$ cat src/rtl/spi_cmd_receiver.sv
// Oversampled SPI mode-0 slave: deserialises WORD_WIDTH-bit command words and presents each with a held strobe.
// Optional feature: define SPI_ECHO_EN to echo the last accepted word back on MISO.
module spi_cmd_receiver #(
    parameter int unsigned WORD_WIDTH    = 32,
    parameter int unsigned STROBE_CYCLES = 4,
    parameter int unsigned SYNC_STAGES   = 2
) (
    input  logic                  clock,
    input  logic                  reset,
    input  logic                  spi_sclk,
    input  logic                  spi_cs_n,
    input  logic                  spi_mosi,
    output logic                  spi_miso,
    output logic                  spi_miso_oeb,
    output logic [WORD_WIDTH-1:0] spi_data,
    output logic                  spi_data_clock,
    output logic                  frame_error,
    output logic [7:0]            overrun_count
);

    localparam int unsigned CNT_W = (WORD_WIDTH > 1) ? $clog2(WORD_WIDTH) : 1;
    localparam int unsigned STB_W = $clog2(STROBE_CYCLES + 1);
    localparam logic [CNT_W-1:0] LAST_BIT = CNT_W'(WORD_WIDTH - 1);
    localparam logic [STB_W-1:0] STB_LOAD = STB_W'(STROBE_CYCLES);

    typedef enum logic {
        IDLE,
        SHIFT
    } state_t;

    logic [SYNC_STAGES-1:0] sclk_sync_q, sclk_sync_d;
    logic [SYNC_STAGES-1:0] cs_sync_q, cs_sync_d;
    logic [SYNC_STAGES-1:0] mosi_sync_q, mosi_sync_d;
    logic                   sclk_prev_q, sclk_prev_d;
    state_t                 state_q, state_d;
    logic [CNT_W-1:0]       bit_cnt_q, bit_cnt_d;
    logic [WORD_WIDTH-1:0]  shift_q, shift_d;
    logic [STB_W-1:0]       strobe_cnt_q, strobe_cnt_d;
    logic [WORD_WIDTH-1:0]  data_q, data_d;
    logic                   data_clock_q, data_clock_d;
    logic                   frame_error_q, frame_error_d;
    logic [7:0]             overrun_q, overrun_d;

    logic sclk_s, cs_s, mosi_s;
    logic sclk_rise, cs_fall, cs_rise;
    logic word_done;

    assign sclk_s = sclk_sync_q[SYNC_STAGES-1];
    assign cs_s   = cs_sync_q[SYNC_STAGES-1];
    assign mosi_s = mosi_sync_q[SYNC_STAGES-1];

    // The state register doubles as the edge-detect flop for chip select.
    assign sclk_rise = sclk_s & ~sclk_prev_q;
    assign cs_fall   = (state_q == IDLE) & ~cs_s;
    assign cs_rise   = (state_q == SHIFT) & cs_s;

`ifdef SPI_ECHO_EN
    logic [WORD_WIDTH-1:0] echo_q, echo_d;
    logic                  skip_q, skip_d;
    logic                  sclk_fall;

    assign sclk_fall = ~sclk_s & sclk_prev_q;
`endif

    always_comb begin
        sclk_sync_d = {sclk_sync_q[SYNC_STAGES-2:0], spi_sclk};
        cs_sync_d   = {cs_sync_q[SYNC_STAGES-2:0], spi_cs_n};
        mosi_sync_d = {mosi_sync_q[SYNC_STAGES-2:0], spi_mosi};
        sclk_prev_d = sclk_s;
        state_d     = cs_s ? IDLE : SHIFT;

        bit_cnt_d     = bit_cnt_q;
        shift_d       = shift_q;
        word_done     = 1'b0;
        frame_error_d = 1'b0;

        // Frame start clears first so a coincident SCLK rise lands as bit 0.
        if (cs_fall) begin
            bit_cnt_d = '0;
            shift_d   = '0;
        end
        if (!cs_s && sclk_rise) begin
            shift_d = {shift_d[WORD_WIDTH-2:0], mosi_s};
            if (bit_cnt_d == LAST_BIT) begin
                word_done = 1'b1;
                bit_cnt_d = '0;
            end else begin
                bit_cnt_d = bit_cnt_d + CNT_W'(1);
            end
        end
        if (cs_rise) begin
            frame_error_d = (bit_cnt_q != '0);
            bit_cnt_d     = '0;
            shift_d       = '0;
        end

        strobe_cnt_d = (strobe_cnt_q != '0) ? strobe_cnt_q - STB_W'(1) : '0;
        data_d       = data_q;
        overrun_d    = overrun_q;
        if (word_done) begin
            if (strobe_cnt_q == '0) begin
                data_d       = shift_d;
                strobe_cnt_d = STB_LOAD;
            end else if (overrun_q != 8'hFF) begin
                overrun_d = overrun_q + 8'd1;
            end
        end
        data_clock_d = (strobe_cnt_d != '0);

`ifdef SPI_ECHO_EN
        echo_d = echo_q;
        skip_d = skip_q;
        if (cs_fall) begin
            echo_d = data_q;
            skip_d = 1'b0;
        end
        // The SCLK fall right after a reload must not consume the fresh MSB.
        if (!cs_s && sclk_fall) begin
            if (skip_q) begin
                skip_d = 1'b0;
            end else begin
                echo_d = {echo_q[WORD_WIDTH-2:0], 1'b0};
            end
        end
        if (word_done) begin
            echo_d = data_d;
            skip_d = 1'b1;
        end
`endif
    end

    always_ff @(posedge clock) begin
        if (reset) begin
            sclk_sync_q   <= '0;
            cs_sync_q     <= '1;
            mosi_sync_q   <= '0;
            sclk_prev_q   <= 1'b0;
            state_q       <= IDLE;
            bit_cnt_q     <= '0;
            shift_q       <= '0;
            strobe_cnt_q  <= '0;
            data_q        <= '0;
            data_clock_q  <= 1'b0;
            frame_error_q <= 1'b0;
            overrun_q     <= '0;
`ifdef SPI_ECHO_EN
            echo_q        <= '0;
            skip_q        <= 1'b0;
`endif
        end else begin
            sclk_sync_q   <= sclk_sync_d;
            cs_sync_q     <= cs_sync_d;
            mosi_sync_q   <= mosi_sync_d;
            sclk_prev_q   <= sclk_prev_d;
            state_q       <= state_d;
            bit_cnt_q     <= bit_cnt_d;
            shift_q       <= shift_d;
            strobe_cnt_q  <= strobe_cnt_d;
            data_q        <= data_d;
            data_clock_q  <= data_clock_d;
            frame_error_q <= frame_error_d;
            overrun_q     <= overrun_d;
`ifdef SPI_ECHO_EN
            echo_q        <= echo_d;
            skip_q        <= skip_d;
`endif
        end
    end

    assign spi_data       = data_q;
    assign spi_data_clock = data_clock_q;
    assign frame_error    = frame_error_q;
    assign overrun_count  = overrun_q;

`ifdef SPI_ECHO_EN
    assign spi_miso     = echo_q[WORD_WIDTH-1];
    assign spi_miso_oeb = cs_s;
`else
    assign spi_miso     = 1'b0;
    assign spi_miso_oeb = 1'b1;
`endif

endmodule
$ cat config.mk
export PLATFORM = sky130hd
export DESIGN_NAME = spi_cmd_receiver
export DESIGN_NICKNAME = d
export VERILOG_FILES = /design/src/rtl/spi_cmd_receiver.sv
export SDC_FILE = /design/constraint.sdc
export NUM_CORES = 1
export LEC_CHECK = 0
export CAP_MARGIN = 30
export CORE_ASPECT_RATIO = 0.6
export CORE_MARGIN = 2
export CORE_UTILIZATION = 55
export CTS_CLUSTER_DIAMETER = 50
export DETAILED_ROUTE_END_ITERATION = 6
export GPL_ROUTABILITY_DRIVEN = 0
export PLACE_DENSITY = 0.8
export SYNTH_ARGS = -nofsm -noshare
export SYNTH_HDL_FRONTEND = slang
export SYNTH_SLANG_ARGS = --single-unit
$ cat constraint.sdc
create_clock -name clock -period 7 [get_ports clock]
set_input_delay 0.7 -clock clock [delete_from_list [all_inputs] [get_ports clock]]
set_output_delay 0.7 -clock clock [all_outputs]
set_load 0.005 [all_outputs]
==> results of run 1 <==
cell type report:
class	instances	area, sq um	share of cell area
clock inverters	6	67.6	0.0163
repair buffers	49	498	0.120
flip-flops and latches	89	1780	0.430
inverters	2	7.51	0.00181
well taps	84	105	0.0254
clock buffers	9	124	0.0299
multi-input cells	286	1560	0.376
state kept, by name (all words and copies together), names as in the netlist, 2 cells and up:
register,cells
bit_cnt_q,5
strobe_cnt_q,3
cs_sync_q,2
spi_data,32
sclk_sync_q,2
overrun_count,8
shift_q,31
mosi_sync_q,2
worst register-to-register path, cell delays in order (launching register included):
cell	delay [ns]
dfxtp_1	0.49
or2_1	0.79
and2_1	0.28
ha_1	0.20
nand2_1	0.06
nor2_1	0.09
ha_1	0.32
nand3_2	0.78
or2_2	0.61
a21oi_1	0.12
per-stage QoR:
step	hold WS, ns	instance area, sq um
finish	0.430	4140
global route	0.455	4140
CTS	0.426	4140
detailed placement	0.414	3950
global placement	0.415	3920
floorplan	0.389	3510
layout by cell type, fill, tap and decap left out, types with 2 or more instances in the layout:
cell / count
xnor2_1: 2
nor3b_1: 2
inv_6: 2
or2_2: 7
dfxtp_1: 89
a21oi_1: 69
or2_1: 26
nand2_1: 45
nand3_1: 7
nand4_1: 2
clkinvlp_4: 2
conb_1: 2
o21ai_0: 34
clkbuf_8: 9
nor2_1: 15
and3_1: 2
ha_1: 4
a211oi_1: 5
a31oi_1: 4
inv_1: 2
buf_4: 2
nor2b_1: 6
nand2b_1: 2
and2_1: 3
mux2i_1: 2
nor3_1: 33
clkdlybuf4s50_1: 45
cell families (layout without fill, tap and decap cells):
group	Yosys count	in the layout	synth area share
other	2	2	0.00214
DFF	89	89	0.507
and+or+nand+nor	159	159	0.237
muxes	3	3	0.00891
xor gates and xnor gates	3	3	0.00749
adders and majority gates	4	4	0.0143
buffers and inverters	37	66	0.0510
AOI/OAI and AO/OA	115	115	0.172
power groups by stage:
| stage | Combinational (mW) | Sequential [mW] | Clock (mW) |
|---|---|---|---|
| finish | 0.0589 | 0.521 | 0.343 |
| detailed placement | 0.0582 | 0.532 | 0 |
| CTS | 0.0589 | 0.521 | 0.353 |
| global route | 0.0665 | 0.522 | 0.374 |
| global placement | 0.0525 | 0.532 | 0 |
| floorplan | 0.0419 | 0.531 | 0 |
final timing paths:
check	slack [ns]	cells after the start	to	start
min	0.43	1	cs_sync_q[1]	cs_sync_q[0]
max	3.19	9	spi_data[21]	cs_sync_q[1]
min reg2reg	0.43	1	cs_sync_q[1]	cs_sync_q[0]
max reg2reg	3.19	9	spi_data[21]	cs_sync_q[1]
metal layers:
layer  vias to the layer above  GRT usage
li1                       1452          -
met1                      1316      0.272
met2                        67      0.313
met3                         8     0.0581
met4                         0     0.0747
met5                         -          0
==> results.md, run 1 <==
- Total power per unit cell area: roughly 220 nW/um^2
- Most numerous cell on the critical path: ha_1
- Die Footprint: just over 7000 sq um
- Clock sinks: 89
- Max_cap viols: 0
- Crit-path leading delay family: simple AND/OR/NAND/NOR gates
- Setup violators final: 0
- Cell Count, Final, Fillers Out: 525
- Depth of the CTS H-tree: 3
- Largest net degree at the start of global routing: 87
- Switch Pwr: between 200 and 250 uW
- CP max stage cell: or2_1
- Avg Inst Size Synth: between 8 and 9 sq um
- FP Rows: 22
- Chip Width: 107 microns
- Crit path time final: ~3.8 ns
- Syn Inst Count: ~410
- Mapped Area: 3510 sq um
- Synth area leader: dfxtp_1
- Total number of vias: roughly 2.8k
- # fillers: 528
- Core area: 6140 sq um
- Max Fclk: between 200 and 300 MHz
- Slew Viols, Final: 0
- Final hold vios: 0
- DRC Markers: 0
- Fraction of layout cells with a size suffix above 1: 0.0703
- Final Cycle Share: 0.544
- Drt via density: 5.42
- Num CTS Buffers: 9
- Setup ws final: 3.19 ns
- Post_cts resized: 0
- Max layer used: met4
- FF+latch count, synth: 89
- Final Power: approximately 920 uW
- Fin util: 0.674
- Critical Path RT: between 7 and 8 ns
- GRT Total Usage: 0.203
- Setup TNS: 0 ns
- Crit path largest cell delay: 0.79 ns
- Clk slew on worst S/H paths: approximately 0.080 ns
- Post-CTS setup buffer count: 0
- Dpl cells: 510
- First-pass GRT wire length: roughly 11 mm
- M1 WL: 3.30 mm
- Sequential fraction of the synthesis area: 0.507
- Syn Nets: about 420
- DRT iter0 DRCs: 180
- # hold bufs at CTS: 0
- Slew margin rel.: 0.302
- CTS tree: done
- Count leader, synth: dfxtp_1
- I/O pin cnt: just under 50
- Main synth FF type: dfxtp_1
- Drt total wl: slightly below 7 mm
- Number of flops mapped to enable cells by yosys: 0
- NumNets Final: ~450
- CP max FO: between 60 and 70
- Area growth, synth to finish: 17.9%
- Initial core utilization: 0.572
- CTS Root Cell: clkbuf_8
- Post-route ant nets: 0
- Clk_skew: 0.00951 ns
- Crit path buf inv count: 0
- HP Class: reg -> reg
- Synth top cells by count: dfxtp_1 (89), a21oi_1 (69), nand2_1 (45)
- Met3 wire len: 365 microns
- Die Ht: approximately 66 microns
- VDD IR max: approximately 0.12 mV
- Clk Latency, worst-skew pair: around 0.35 ns
- Sequential share of power: 0.564
- Number of global-route vias before repair: about 2.5k
- Hpwl dp: between 4 and 5 mm
- DP Worst Slack: 3.21 ns
- Slew @ Worst Pin: about 1.0 ns
- Yosys warns: 0
- LEAKAGE: between 1 and 1.5 nW
- Total iterations of the first detailed-routing run: 6
- Initial antenna violation count: 0
- Status: completed
- Met2 wire len: 3.01 mm
- Grt ovf: 0
- CP arrival: 4.09 ns
- FFs w/ async S/R, synth: 0
- Count of cell types in the netlist: 42
- Pint: 700 uW
- WL/cell: around 13 microns
- CP Class: reg -> reg
- Combinational power share: 0.064
- Crit path launch type: flop
- Sw frac: 0.242
- Critical path capture point type: flop
- Clk pwr share: 0.372
- Port buffer count: 46
- Yosys top cell area share: 0.507
- ANT cells: 0
- Critical path, cell by cell: or2_1 > and2_1 > ha_1 > nand2_1 > nor2_1 > ha_1 > nand3_2 > or2_2 > a21oi_1
- Most area-consuming cells after synthesis: dfxtp_1 (51%), a21oi_1 (9.8%), o21ai_0 (4.8%)
- Worst-case clock buffer depth: 2
- RSZ-0062 raised after global routing: false
Note: power is estimated with default switching activity, not from simulation.
==> run 2: changes to the inputs <==
CORE_UTILIZATION = 54   (was 55)
PLACE_DENSITY = 0.79   (was 0.8)
clock period = 3.92 ns   (was 7 ns; I/O delays follow)
==> results.md, run 2 (synthesis gave the netlist of run 1 again) <==
- Status: completed (unchanged)
- DP Worst Slack: 1.01 ns (was 3.21 ns)
- Dpl cells: 512 (was 510)
- Top Usage Layer GRT: met2 (unchanged)
- Drt via density: 5.44 (was 5.42)
- R2R Path End: spi_data[19] (was spi_data[21])
- Final hold vios: 0 (unchanged)
- Setup ws final: 0.977 ns (was 3.19 ns)
- Max_cap viols: 0 (unchanged)
- # fillers: 532 (was 528)
- Fraction of layout cells with a size suffix above 1: 0.0743 (was 0.0703)
- Slew margin rel.: 0.315 (was 0.302)
- Drt total wl: 6.84 mm (was 6.73 mm)
- Hpwl dp: 4.40 mm (was 4.11 mm)
- GR Util met1: 0.256 (was 0.272)
- CP max FO: 45 (was 62)
- Register area: 1780 sq um (unchanged)
- Crit path launch type: flop (unchanged)
- Port buffer count: 46 (unchanged)
- R2R setup slack: 0.98 ns (was 3.19 ns)
- I/O pin cnt: 49 (unchanged)
- Hold_sp: cs_sync_q[0] (unchanged)
- Max Fclk: 340 MHz (was 263 MHz)
- VDD IR max: 0.310 mV (was 0.121 mV)
- CP arrival: 3.22 ns (was 4.09 ns)
- GR Util met3: 0.0763 (was 0.0581)
- Total iterations of the first detailed-routing run: 4 (was 6)
- Met2 Resource Use GR: 0.358 (was 0.313)
- Slew Viols, Final: 0 (unchanged)
- Die Footprint: 7180 sq um (was 7060 sq um)
- Hold Crit Depth: 1 (unchanged)
- Clock sinks: 89 (unchanged)
- Worst r2r path cells: 10 (was 9)
- Largest net degree at the start of global routing: 61 (was 87)
- Setup TNS: 0 ns (unchanged)
- Worst-case clock buffer depth: 2 (unchanged)
- Post-route ant nets: 0 (unchanged)
- Most common cell after layout, fill and taps aside: dfxtp_1 (unchanged)
- Die Ht: 66.5 microns (was 65.9 microns)
- CTS Root Cell: clkbuf_8 (unchanged)
- # hold bufs at CTS: 0 (unchanged)
- GRT Total Usage: 0.214 (was 0.203)
- Clk Latency, worst-skew pair: 0.35 ns (about the same)
- WL/cell: 13.0 microns (was 12.8 microns)
- Clk slew on worst S/H paths: 0.09 ns (was 0.08 ns)
- First-pass GRT wire length: 11.9 mm (was 11.3 mm)
- Max FFs per register: 32 (unchanged)
- Depth of the CTS H-tree: 3 (unchanged)
- Clk_skew: 0.00874 ns (was 0.00951 ns)
- Slew @ Worst Pin: 1.03 ns (was 1.05 ns)
- R2R Path Start: cs_sync_q[1] (unchanged)
- Critical Path RT: 4.20 ns (was 7.28 ns)
- WHS Endpoint: cs_sync_q[1] (unchanged)
- Number of global-route vias before repair: 2706 (was 2499)
- DRT iter0 DRCs: 254 (was 180)
- Num CTS Buffers: 9 (unchanged)
- ANT cells: 0 (unchanged)
- Final Cycle Share: 0.751 (was 0.544)
- RSZ-0062 raised after global routing: false (unchanged)
- Critical path capture point type: flop (unchanged)
- Crit path time final: 2.94 ns (was 3.81 ns)
- Grt ovf: 0 (unchanged)
- Total power per unit cell area: 421 nW/um^2 (was 223 nW/um^2)
- FP Rows: 22 (unchanged)
- Initial core utilization: 0.567 (was 0.572)
- Post-CTS setup buffer count: 0 (unchanged)
- Multi-input gate area: 1560 sq um (unchanged)
- Core area: 6190 sq um (was 6140 sq um)
- Total number of vias: 2874 (was 2843)
- Most frequent cells in the layout: dfxtp_1 (89), a21oi_1 (69), nand2_1 (45), clkdlybuf4s50_1 (45), o21ai_0 (34) (unchanged)
- HP Class: reg -> reg (unchanged)
- Cell Count, Final, Fillers Out: 528 (was 525)
- DRC Markers: 0 (unchanged)
- Post_cts resized: 0 (unchanged)
- Setup violators final: 0 (unchanged)
- CP Class: reg -> reg (unchanged)
- NumNets Final: 448 (was 446)
- Initial antenna violation count: 0 (unchanged)
- Area growth, synth to finish: 19.4% (was 17.9%)
- CTS tree: done (unchanged)
- LEAKAGE: 1.42 nW (was 1.40 nW)
- Chip Width: 108 microns (was 107 microns)
==> run 2: cell types whose count changed in the layout (fill, tap and decap cells not counted), sizes merged <==
cell    change
clkinv      -1
inv         -1
bufinv      +2
clkbuf      +1
buf         +2
==> run 2: how the worst max path moves through the flow <==
stage	start	to	slack, ns	cells after the start
after floorplan	cs_sync_q[1]	overrun_count[7]	1.32	13
after global placement	cs_sync_q[1]	spi_data[19]	1.18	10
after detailed placement	cs_sync_q[1]	spi_data[19]	1.01	10
after CTS	cs_sync_q[1]	spi_data[19]	0.98	10
after global routing	cs_sync_q[1]	spi_data[19]	0.64	10
final	cs_sync_q[1]	spi_data[19]	0.98	10
==> run 2: final cells by class <==
| type | instances | share of cell area |
|---|---|---|
| Multi-Input combinational cell | 286 | 0.371 |
| Timing Repair Buffer | 51 | 0.119 |
| Clock inverter | 6 | 0.0272 |
| Clock buffer | 10 | 0.0304 |
| Inverter | 2 | 0.00179 |
| Tap cell | 84 | 0.0251 |
| Sequential cell | 89 | 0.425 |
==> run 2: per-layer routing <==
layer,part of all wire,up-vias,wire (microns)
met5,0,-,0
met4,0.0080,0,55
met3,0.056,7,383
met2,0.46,81,3180
met1,0.47,1329,3230
li1,-,1457,-
==> run 2: critical path, cell delays in order, from the launching register on <==
cell and delay [ns]:
dfxtp_1 0.50, or2_1 0.28, and2_1 0.21, ha_1 0.21, nand2_1 0.08, nor2_1 0.11
ha_1 0.33, nand3_2 0.32, buf_4 0.36, or2_2 0.33, a21oi_1 0.12
==> run 2: through the flow <==
step | cell area [sq um] | hold WS (ns) | util | power, mW
after floorplan | 3510 | 0.389 | - | 1.02
after global placement | 3940 | 0.406 | 0.636 | 1.05
after detailed placement | 3950 | 0.405 | 0.638 | 1.05
after CTS | 4190 | 0.424 | 0.677 | 1.79
after global routing | 4190 | 0.435 | 0.677 | 1.84
final | 4190 | 0.419 | 0.677 | 1.77
==> run 2: power by group <==
| part | total [mW] | leakage [nW] | internal (mW) | switching, mW |
|---|---|---|---|---|
| logic | 0.0985 | 0.590 | 0.0350 | 0.0635 |
| registers | 0.930 | 0.719 | 0.919 | 0.0105 |
| clock network | 0.737 | 0.113 | 0.426 | 0.312 |
| total | 1.77 | 1.42 | 1.38 | 0.386 |
==> run 3: changes to the inputs <==
CORE_UTILIZATION = 49   (was 54)
PLACE_DENSITY = 0.76   (was 0.79)
clock period = 2.7 ns   (was 3.92 ns; I/O delays follow)
==> results.md, run 3 (synthesis gave the netlist of run 1 again) <==
- Status: completed (unchanged)
- Max FFs per register: 32 (unchanged)
- Slew Viols, Final: 0 (unchanged)
- Register area: 1780 sq um (unchanged)
- # hold bufs at CTS: 0 (unchanged)
- ANT cells: 0 (unchanged)
- Sw frac: 0.224 (was 0.219)
- Final Cycle Share: 0.904 (was 0.751)
- CP Class: reg -> reg (unchanged)
- Fraction of layout cells with a size suffix above 1: 0.0887 (was 0.0743)
- Slew @ Worst Pin: 0.823 ns (was 1.03 ns)
- Critical Path RT: 2.94 ns (was 4.20 ns)
- Total power per unit cell area: 640 nW/um^2 (was 421 nW/um^2)
- Drt via density: 5.37 (was 5.44)
- Num CTS Buffers: 9 (unchanged)
- Final hold vios: 0 (unchanged)
- Clk pwr share: 0.456 (was 0.418)
- Post-CTS setup buffer count: 0 (unchanged)
- I/O pin cnt: 49 (unchanged)
- Crit-path leading delay family: simple AND/OR/NAND/NOR gates (unchanged)
- Critical path capture point type: flop (unchanged)
- Placed Area: 4000 sq um (was 3950 sq um)
- Switch Pwr: 617 uW (was 386 uW)
- CP arrival: 2.69 ns (was 3.22 ns)
- Depth of the CTS H-tree: 3 (unchanged)
- Cell Count, Final, Fillers Out: 538 (was 528)
- Worst-case clock buffer depth: 2 (unchanged)
- HP Class: reg -> reg (unchanged)
- Setup ws final: 0.258 ns (was 0.977 ns)
- Critical path, cell by cell: or2_1 > and2_1 > ha_1 > nand2_1 > nor2_1 > ha_1 > nand4bb_1 > nor3b_1 > a31oi_1 > a211oi_1 (was or2_1 > and2_1 > ha_1 > nand2_1 > nor2_1 > ha_1 > nand3_2 > buf_4 > or2_2 > a21oi_1)
- Setup violators final: 0 (unchanged)
- Chip Width: 113 microns (was 108 microns)
- Hold slack: 0.419 ns (about the same)
- Number of global-route vias before repair: 2693 (was 2706)
- Initial antenna violation count: 0 (unchanged)
- Most common cell after layout, fill and taps aside: dfxtp_1 (unchanged)
- Sequential share of power: 0.491 (was 0.527)
- NumNets Final: 455 (was 448)
- Pint: 2.14 mW (was 1.38 mW)
- Combinational power share: 0.054 (was 0.056)
- CP max stage cell: nor3b_1 (was dfxtp_1)
- Design area: 4310 sq um (was 4190 sq um)
- WL/cell: 13.1 microns (was 13.0 microns)
- Max_cap viols: 0 (unchanged)
- Most frequent cells in the layout: dfxtp_1 (89), a21oi_1 (69), nand2_1 (45), clkdlybuf4s50_1 (45), o21ai_0 (34) (unchanged)
- CTS tree: done (unchanged)
- Die Ht: 69.6 microns (was 66.5 microns)
- LEAKAGE: 1.48 nW (was 1.42 nW)
- Final Power: 2.75 mW (was 1.77 mW)
- Port buffer count: 46 (unchanged)
- First-pass GRT wire length: 12.3 mm (was 11.9 mm)
- DRC Markers: 0 (unchanged)
- CTS Root Cell: clkbuf_16 (was clkbuf_8)
- Core area: 6790 sq um (was 6190 sq um)
- Initial core utilization: 0.517 (was 0.567)
- Dpl cells: 522 (was 512)
- Most numerous cell on the critical path: ha_1 (unchanged)
- Drt total wl: 7.06 mm (was 6.84 mm)
- Max Fclk: 410 MHz (was 340 MHz)
- # fillers: 603 (was 532)
- CP max FO: 4 (was 45)
- Hpwl dp: 4.49 mm (was 4.40 mm)
- FP Rows: 23 (was 22)
- Post_cts resized: 0 (unchanged)
- Area growth, synth to finish: 22.6% (was 19.4%)
- Slew margin rel.: 0.452 (was 0.315)
- Total number of vias: 2887 (was 2874)
- Crit path launch type: flop (unchanged)
- Crit path time final: 2.44 ns (was 2.94 ns)
- Total iterations of the first detailed-routing run: 4 (unchanged)
- VDD IR max: 0.382 mV (was 0.310 mV)
- Clk_skew: 0.00664 ns (was 0.00874 ns)
- Clk slew on worst S/H paths: 0.06 ns (was 0.09 ns)
- Clk Latency, worst-skew pair: 0.34 ns (was 0.35 ns)
- Crit path largest cell delay: 0.46 ns (was 0.50 ns)
- Setup TNS: 0 ns (unchanged)
- DP Worst Slack: 0.318 ns (was 1.01 ns)
- Multi-input gate area: 1560 sq um (unchanged)
- Fin util: 0.634 (was 0.677)
- DRT iter0 DRCs: 194 (was 254)
- RSZ-0062 raised after global routing: false (unchanged)
- Grt ovf: 0 (unchanged)
- GRT Total Usage: 0.191 (was 0.214)
- Clock sinks: 89 (unchanged)
- Crit path buf inv count: 0 (was 1)
- Die Footprint: 7880 sq um (was 7180 sq um)
- Post-route ant nets: 0 (unchanged)
- Largest net degree at the start of global routing: 48 (was 61)
## run 3: cell count changes in the layout (fill, tap and decap cells not counted)
cell       change
clkbuf_16      +9
buf_4          +8
clkbuf_8       -8
bufinv_16      -2
buf_8          -1
clkinv_4       +1
## run 3: routing by layer
layer | wire length, microns | GRT usage | vias up
met3 | 442 | 0.0830 | 4
met2 | 3010 | 0.277 | 78
met5 | 0 | 0 | -
met1 | 3570 | 0.263 | 1326
li1 | - | - | 1479
met4 | 34 | 0.0461 | 0
## run 3: worst reg2reg max path, delay by kind of cell (launching register included)
kind,cells,cell delay [ns]
AO/OA/AOI/OAI,2,0.38
adder cells (fa/ha/maj),2,0.38
flip-flops,1,0.38
AND/OR/NAND/NOR,6,1.21
## run 3: final cells by class
class,instances,share of cell area
Sequential cell,89,0.414
Multi-Input combinational cell,286,0.362
Timing Repair Buffer,58,0.127
Clock buffer,11,0.0564
Tap cell,87,0.0253
Clock inverter,5,0.0145
Inverter,2,0.00174
## run 3: path summary, 6_finish.rpt
kind / startpoint / endpoint / slack (ns) / cells after the start
setup / recovery: state_q / overrun_count[6] / 0.26 / 10
hold / removal: cs_sync_q[0] / cs_sync_q[1] / 0.42 / 1
setup reg to reg: state_q / overrun_count[6] / 0.26 / 10
hold reg to reg: cs_sync_q[0] / cs_sync_q[1] / 0.42 / 1
## run 3: power groups by stage
stage	Clock, mW	Combinational, mW	Sequential, mW
2_1_floorplan	0	0.109	1.38
3_3_place_gp	0	0.144	1.38
3_5_place_dp	0	0.146	1.38
4_1_cts	1.28	0.148	1.35
5_1_grt	1.34	0.172	1.35
6_report	1.25	0.147	1.35
